File: config.mk
export PLATFORM = sky130hd
export DESIGN_NAME = mem_req_ctrl_flat
export DESIGN_NICKNAME = d
export VERILOG_FILES = /design/src/rtl/mem_req_ctrl_if.sv /design/src/rtl/mem_req_ctrl.sv /design/src/flat_wrapper.sv
export SDC_FILE = /design/constraint.sdc
export NUM_CORES = 1
export LEC_CHECK = 0
export BUFFER_PORTS_ARGS = -buffer_cell sky130_fd_sc_hd__buf_2
export CAP_MARGIN = 20
export CORE_ASPECT_RATIO = 1.5
export CORE_MARGIN = 4
export CORE_UTILIZATION = 50
export CTS_CLUSTER_SIZE = 14
export DETAILED_ROUTE_END_ITERATION = 6
export GPL_ROUTABILITY_DRIVEN = 0
export PLACE_DENSITY = 0.81
export SYNTH_ARGS = -nofsm -noshare
export SYNTH_HDL_FRONTEND = slang
export SYNTH_SLANG_ARGS = --single-unit
File: constraint.sdc
create_clock -name clk -period 3.8 [get_ports clk]
set_clock_uncertainty 0.2 [all_clocks]
set_input_delay 0.76 -clock clk [delete_from_list [all_inputs] [get_ports clk]]
set_output_delay 0.76 -clock clk [all_outputs]
set_load 0.005 [all_outputs]
File: src/rtl/mem_req_ctrl_if.sv
// Request/response and memory-side signals of mem_req_ctrl.
// The slave modport is the controller; master is the client plus memory wrapper.
interface mem_req_ctrl_if #(
  parameter int DATA_W = 8,
  parameter int ADDR_W = 8
);
  logic              wr_req_vld_i;
  logic [ADDR_W-1:0] wr_req_addr_i;
  logic [DATA_W-1:0] wr_req_data_i;
  logic              wr_req_rdy_o;
  logic              rd_req_vld_i;
  logic [ADDR_W-1:0] rd_req_addr_i;
  logic              rd_req_rdy_o;
  logic              rd_rsp_vld_o;
  logic [DATA_W-1:0] rd_rsp_data_o;
  logic              rd_rsp_rdy_i;
  logic              mem_wr_vld_o;
  logic [DATA_W-1:0] mem_wr_data_o;
  logic [ADDR_W-1:0] mem_wr_addr_o;
  logic              mem_rd_vld_o;
  logic [ADDR_W-1:0] mem_rd_addr_o;
  logic              mem_wr_rdy_i;
  logic [DATA_W-1:0] mem_rd_data_i;
  logic              mem_rd_rdy_i;

  modport slave (
    input  wr_req_vld_i, wr_req_addr_i, wr_req_data_i,
    input  rd_req_vld_i, rd_req_addr_i, rd_rsp_rdy_i,
    input  mem_wr_rdy_i, mem_rd_data_i, mem_rd_rdy_i,
    output wr_req_rdy_o, rd_req_rdy_o, rd_rsp_vld_o, rd_rsp_data_o,
    output mem_wr_vld_o, mem_wr_data_o, mem_wr_addr_o, mem_rd_vld_o, mem_rd_addr_o
  );

  modport master (
    output wr_req_vld_i, wr_req_addr_i, wr_req_data_i,
    output rd_req_vld_i, rd_req_addr_i, rd_rsp_rdy_i,
    output mem_wr_rdy_i, mem_rd_data_i, mem_rd_rdy_i,
    input  wr_req_rdy_o, rd_req_rdy_o, rd_rsp_vld_o, rd_rsp_data_o,
    input  mem_wr_vld_o, mem_wr_data_o, mem_wr_addr_o, mem_rd_vld_o, mem_rd_addr_o
  );
endinterface

File: src/rtl/mem_req_ctrl.sv
// Arbitrates write/read requests onto a single-port SRAM (1-cycle read latency);
// reads return 2 cycles after acceptance through a FWFT FIFO; reads stall on FIFO credit.
module mem_req_ctrl #(
  parameter int DATA_W    = 8,
  parameter int ADDR_W    = 8,
  parameter int RSP_DEPTH = 4
) (
  input  logic           clk,
  input  logic           rst_n,
  mem_req_ctrl_if.slave  bus
);
  localparam int PW = $clog2(RSP_DEPTH);
  localparam int CW = PW + 2;

  logic              prio, prio_nxt;
  logic              inflight, inflight_nxt;
  logic [PW-1:0]     wptr, rptr;
  logic [PW:0]       occ;
  logic [DATA_W-1:0] rsp_mem [RSP_DEPTH];
  logic [CW-1:0]     pending;
  logic              write_ok, read_ok, wr_gnt, rd_gnt, push, pop, not_empty;

  always_comb begin
    pending  = {1'b0, occ} + {{(PW + 1){1'b0}}, inflight};
    write_ok = bus.wr_req_vld_i & bus.mem_wr_rdy_i;
    // Credit counts the read still in the memory pipe; pops give no same-cycle credit.
    read_ok  = bus.rd_req_vld_i & (pending < CW'(RSP_DEPTH));
    wr_gnt   = 1'b0;
    rd_gnt   = 1'b0;
    prio_nxt = prio;
    if (write_ok && read_ok) begin
      if (prio) rd_gnt = 1'b1;
      else      wr_gnt = 1'b1;
      prio_nxt = ~prio;
    end else begin
      wr_gnt = write_ok;
      rd_gnt = read_ok;
    end
    if (!rst_n) begin
      wr_gnt = 1'b0;
      rd_gnt = 1'b0;
    end
    not_empty    = (occ != '0);
    push         = bus.mem_rd_rdy_i & inflight;
    pop          = not_empty & bus.rd_rsp_rdy_i;
    inflight_nxt = rd_gnt | (inflight & ~bus.mem_rd_rdy_i);
  end

  assign bus.wr_req_rdy_o  = wr_gnt;
  assign bus.rd_req_rdy_o  = rd_gnt;
  assign bus.mem_wr_vld_o  = wr_gnt;
  assign bus.mem_rd_vld_o  = rd_gnt;
  assign bus.mem_wr_data_o = bus.wr_req_data_i;
  assign bus.mem_wr_addr_o = rd_gnt ? bus.rd_req_addr_i : bus.wr_req_addr_i;
  assign bus.mem_rd_addr_o = bus.mem_wr_addr_o;
  assign bus.rd_rsp_vld_o  = not_empty;
  assign bus.rd_rsp_data_o = not_empty ? rsp_mem[rptr] : '0;

  always_ff @(posedge clk or negedge rst_n) begin
    if (!rst_n) begin
      prio     <= 1'b0;
      inflight <= 1'b0;
      wptr     <= '0;
      rptr     <= '0;
      occ      <= '0;
    end else begin
      prio     <= prio_nxt;
      inflight <= inflight_nxt;
      if (push) wptr <= wptr + 1'b1;
      if (pop)  rptr <= rptr + 1'b1;
      case ({push, pop})
        2'b10:   occ <= occ + 1'b1;
        2'b01:   occ <= occ - 1'b1;
        default: occ <= occ;
      endcase
    end
  end

  always_ff @(posedge clk) begin
    if (push) rsp_mem[wptr] <= bus.mem_rd_data_i;
  end
endmodule

File: src/flat_wrapper.sv
// flat-port wrapper written by rule: the top's interface ports become plain ports
module mem_req_ctrl_flat 
#(
  parameter int DATA_W    = 8,
  parameter int ADDR_W    = 8,
  parameter int RSP_DEPTH = 4
)
  (clk, rst_n, bus_wr_req_vld_i, bus_wr_req_addr_i, bus_wr_req_data_i, bus_rd_req_vld_i, bus_rd_req_addr_i, bus_rd_rsp_rdy_i, bus_mem_wr_rdy_i, bus_mem_rd_data_i, bus_mem_rd_rdy_i, bus_wr_req_rdy_o, bus_rd_req_rdy_o, bus_rd_rsp_vld_o, bus_rd_rsp_data_o, bus_mem_wr_vld_o, bus_mem_wr_data_o, bus_mem_wr_addr_o, bus_mem_rd_vld_o, bus_mem_rd_addr_o);
  mem_req_ctrl_if #(.DATA_W(DATA_W), .ADDR_W(ADDR_W)) bus_i ();
  input  logic clk;
  input  logic rst_n;
  input wire logic [$bits(bus_i.wr_req_vld_i)-1:0] bus_wr_req_vld_i;
  input wire logic [$bits(bus_i.wr_req_addr_i)-1:0] bus_wr_req_addr_i;
  input wire logic [$bits(bus_i.wr_req_data_i)-1:0] bus_wr_req_data_i;
  input wire logic [$bits(bus_i.rd_req_vld_i)-1:0] bus_rd_req_vld_i;
  input wire logic [$bits(bus_i.rd_req_addr_i)-1:0] bus_rd_req_addr_i;
  input wire logic [$bits(bus_i.rd_rsp_rdy_i)-1:0] bus_rd_rsp_rdy_i;
  input wire logic [$bits(bus_i.mem_wr_rdy_i)-1:0] bus_mem_wr_rdy_i;
  input wire logic [$bits(bus_i.mem_rd_data_i)-1:0] bus_mem_rd_data_i;
  input wire logic [$bits(bus_i.mem_rd_rdy_i)-1:0] bus_mem_rd_rdy_i;
  output wire logic [$bits(bus_i.wr_req_rdy_o)-1:0] bus_wr_req_rdy_o;
  output wire logic [$bits(bus_i.rd_req_rdy_o)-1:0] bus_rd_req_rdy_o;
  output wire logic [$bits(bus_i.rd_rsp_vld_o)-1:0] bus_rd_rsp_vld_o;
  output wire logic [$bits(bus_i.rd_rsp_data_o)-1:0] bus_rd_rsp_data_o;
  output wire logic [$bits(bus_i.mem_wr_vld_o)-1:0] bus_mem_wr_vld_o;
  output wire logic [$bits(bus_i.mem_wr_data_o)-1:0] bus_mem_wr_data_o;
  output wire logic [$bits(bus_i.mem_wr_addr_o)-1:0] bus_mem_wr_addr_o;
  output wire logic [$bits(bus_i.mem_rd_vld_o)-1:0] bus_mem_rd_vld_o;
  output wire logic [$bits(bus_i.mem_rd_addr_o)-1:0] bus_mem_rd_addr_o;
  assign bus_i.wr_req_vld_i = bus_wr_req_vld_i;
  assign bus_i.wr_req_addr_i = bus_wr_req_addr_i;
  assign bus_i.wr_req_data_i = bus_wr_req_data_i;
  assign bus_i.rd_req_vld_i = bus_rd_req_vld_i;
  assign bus_i.rd_req_addr_i = bus_rd_req_addr_i;
  assign bus_i.rd_rsp_rdy_i = bus_rd_rsp_rdy_i;
  assign bus_i.mem_wr_rdy_i = bus_mem_wr_rdy_i;
  assign bus_i.mem_rd_data_i = bus_mem_rd_data_i;
  assign bus_i.mem_rd_rdy_i = bus_mem_rd_rdy_i;
  assign bus_wr_req_rdy_o = bus_i.wr_req_rdy_o;
  assign bus_rd_req_rdy_o = bus_i.rd_req_rdy_o;
  assign bus_rd_rsp_vld_o = bus_i.rd_rsp_vld_o;
  assign bus_rd_rsp_data_o = bus_i.rd_rsp_data_o;
  assign bus_mem_wr_vld_o = bus_i.mem_wr_vld_o;
  assign bus_mem_wr_data_o = bus_i.mem_wr_data_o;
  assign bus_mem_wr_addr_o = bus_i.mem_wr_addr_o;
  assign bus_mem_rd_vld_o = bus_i.mem_rd_vld_o;
  assign bus_mem_rd_addr_o = bus_i.mem_rd_addr_o;
  mem_req_ctrl #(.DATA_W(DATA_W), .ADDR_W(ADDR_W), .RSP_DEPTH(RSP_DEPTH)) u_core (.clk(clk), .rst_n(rst_n), .bus(bus_i));
endmodule
==> results.txt <==
Post-Syn Instances: 125
1st-iter DRT viols: 19
Nets: 215
Worst reg2reg path endpoint: u_core.occ[2]
I/O pin cnt: 76
CTS clock-pin slew for the worst setup and hold paths: 70 ps
Crit start category: flop
Syn-to-layout area delta: 13.6%
CTS Root Cell: clkbuf_8
Final core occ: 60.6%
Min-delay worst type: in -> async
First-pass GRT wire length: 5.71 mm
Worst path max stage delay: 740 ps
Vias per cell: 5.27
CTS hold repair buffers: 0
Worst r2r src: u_core.occ[0]
WP data required: 2840 ps
Initial antenna violation count: 0
GRT Util Overall: 15.0%
Layout cells sized above 1: 52.6%
Hold Fails Final Rpt: 0
N_diodes: 0
Logic pwr share: 32.7%
Net Sw Frac: 31.0%
DR WL/cell: 15.8 microns
Primary FF master, synth: edfxtp_1
Register area share after synthesis: 59.3%
Remaining antenna violation count after routing: 0
# Post-CTS Setup Buffers: 0
Dpl hpwl: 2.64 mm
CTS Buf Count: 5
CP Buf/Inv Count: 1
Final setup TNS: 0 ps
Internal power: 950 uW
Final Setup Violations: 0
Max Cap Violations: 0
R2R cell count: 8
CTS tree: built
Fin cells: 214
Die Area: 0.00510 sq mm
WP data arrival: 1900 ps
Post-route DRC: 0
FP Rows: 27
Tcrit/Tclk final: 75.2%
Max Root-Sink Buffers: 2
Max frequency: 0.350 GHz
Peak supply drop: 342 uV
Vias in the first global route: 1257
Post-synth EDFFs: 32
Clock Latency Late Sink: 280 ps
Total grt overflow: 0
Pleak: 0.952 nW
Tot Pwr: 1.38 mW
Min Tclk post-route: 2860 ps
CP delay by family, top: flip-flops
Mapped cell area: 0.00200 sq mm
RSZ-0062 raised after global routing: no
Critical path endpoint category: output pin
Synth top area share: 48.1%
Worst-path cell chain: mux4_2 -> and2_1 -> buf_2
CP max FO: 10
R2R Setup Slk: 1560 ps
Starting Density: 53.3%
Max_slew headroom: 58.8%
Largest net degree at the start of global routing: 14
# clock sinks: 41
TritonRoute pass-1 iters: 4
Hold Slack: 146 ps
Largest cells by area after synthesis: edfxtp_1, dfrtp_1, mux4_2, buf_4, mux2_2
Vias: 1127
CP max stage cell: dfrtp_1
Final Worst Setup Slack: 942 ps
Placed inst area: 0.00219 sq mm
Yosys reg bits: 41
Net switching power: 426 uW
Core area: 0.00375 sq mm
Setup WS pre-CTS: 1020 ps
YS warnings: 0
H-tree levels: 2
Number of port buffers: 59
Slew at the pin closest to its max-slew limit: 618 ps
Power Density: 606 mW/mm^2
Setup Crit Path Kind: reg -> out
Syn avg cell area: 16.0 sq um
Cell area after layout: 0.00227 sq mm
FFs w/ async S/R, synth: 22.0%
Clk pwr share: 19.3%
Max-slew violations: 0
DIE HEIGHT: 85.5 microns
Total length of routed wires: 3.39 mm
Die extent in x: 59.6 microns
Seq pwr share: 47.9%
Yosys cell types: 26
Status: finished, final reports clean
CTS resizes: 0
Net Count, Synth: 170
Post-synth top area cell: edfxtp_1
Placed cells: 206
[power by group through the flow]
stage          combinational (mW)  sequential [mW]  clock (mW)
2_1_floorplan               0.395            0.608           0
3_3_place_gp                0.438            0.662           0
3_5_place_dp                0.461            0.672           0
4_1_cts                     0.462            0.663       0.274
5_1_grt                     0.509            0.678       0.297
6_report                    0.450            0.660       0.266
[how the worst max path moves through the flow]
stage               slack (ps)              endpoint  depth (start not counted)        startpoint
detailed placement        1020  bus_mem_rd_addr_o[0]                          5  bus_wr_req_vld_i
global placement          1050  bus_mem_rd_addr_o[0]                          5  bus_wr_req_vld_i
global route               790  bus_rd_rsp_data_o[7]                          3    u_core.rptr[0]
finish                     940  bus_rd_rsp_data_o[1]                          3    u_core.rptr[0]
CTS                        880  bus_rd_rsp_data_o[1]                          3    u_core.rptr[0]
floorplan                 1190  bus_mem_wr_addr_o[0]                          4  bus_wr_req_vld_i
[layout by cell type (no fill, tap or decap)]
| cell | instances |
|---|---|
| mux4_2 | 8 |
| dfrtp_1 | 9 |
| o2111ai_4 | 1 |
| xnor2_1 | 4 |
| xor2_1 | 3 |
| nand3_1 | 1 |
| mux2_2 | 9 |
| o21ai_0 | 1 |
| clkinv_2 | 2 |
| buf_2 | 59 |
| edfxtp_1 | 32 |
| clkbuf_8 | 5 |
| fa_1 | 1 |
| and2_1 | 8 |
| nand3_2 | 2 |
| nand2_1 | 2 |
| mux2i_1 | 1 |
| nor2_1 | 1 |
| clkinvlp_4 | 1 |
| a31oi_1 | 1 |
| and3_1 | 4 |
| nor2b_4 | 1 |
| and2_4 | 1 |
| ha_1 | 5 |
| or3_4 | 1 |
| inv_1 | 7 |
| nand4_1 | 1 |
[Yosys cell counts, types with 2 or more instances]
library cell and number:
buf_6 2, mux4_2 8, xor2_1 3, nand3_2 2, and3_1 4, buf_4 18
mux2_2 9, ha_1 5, edfxtp_1 32, dfrtp_1 9, xnor2_1 4, and2_1 8
nand2_1 2, inv_1 7
[cell families (layout without fill, tap and decap cells)]
family	Yosys count	after routing	share of synthesized area, %
and+or+nand+nor	22	22	7.57
AOI/OAI and AO/OA	3	3	1.88
DFF	41	41	59.3
adders and majority gates	6	6	4.13
buffers and inverters	28	74	9.45
muxes	18	18	14.6
xor gates and xnor gates	7	7	3.07
[metal layers]
metal / GRT usage (%) / up-vias / part of all wire, %
met5: 0 / - / 0
met4: 6.05 / 0 / 1.6
met3: 3.81 / 5 / 8.4
met2: 26.5 / 59 / 54
met1: 16.6 / 539 / 36
li1: - / 524 / -
[worst register-to-register path, cell delays in order, from the launching register on]
cell and delay [ps]:
dfrtp_1 430, or3_4 480, and2_4 190, ha_1 220
inv_1 80, fa_1 180, xor2_1 140, nor2_1 70
xor2_1 140
[flip-flops by register name, summed over array words and instances, names as in the netlist]
register	count
u_core.inflight	1
u_core.rptr	2
u_core.rsp_mem	32
u_core.wptr	2
u_core.occ	3
u_core.prio	1
[final cells by class]
cell class                      count  area (sq um)
Inverter                            7          26.3
Tap cell                           43          53.8
Fill cell                         291          1480
Clock buffer                        5          68.8
Multi-Input combinational cell     56           624
Timing Repair Buffer               59           295
Clock inverter                      3          17.5
Sequential cell                    41          1190
Note: power is estimated with default switching activity, not from simulation.
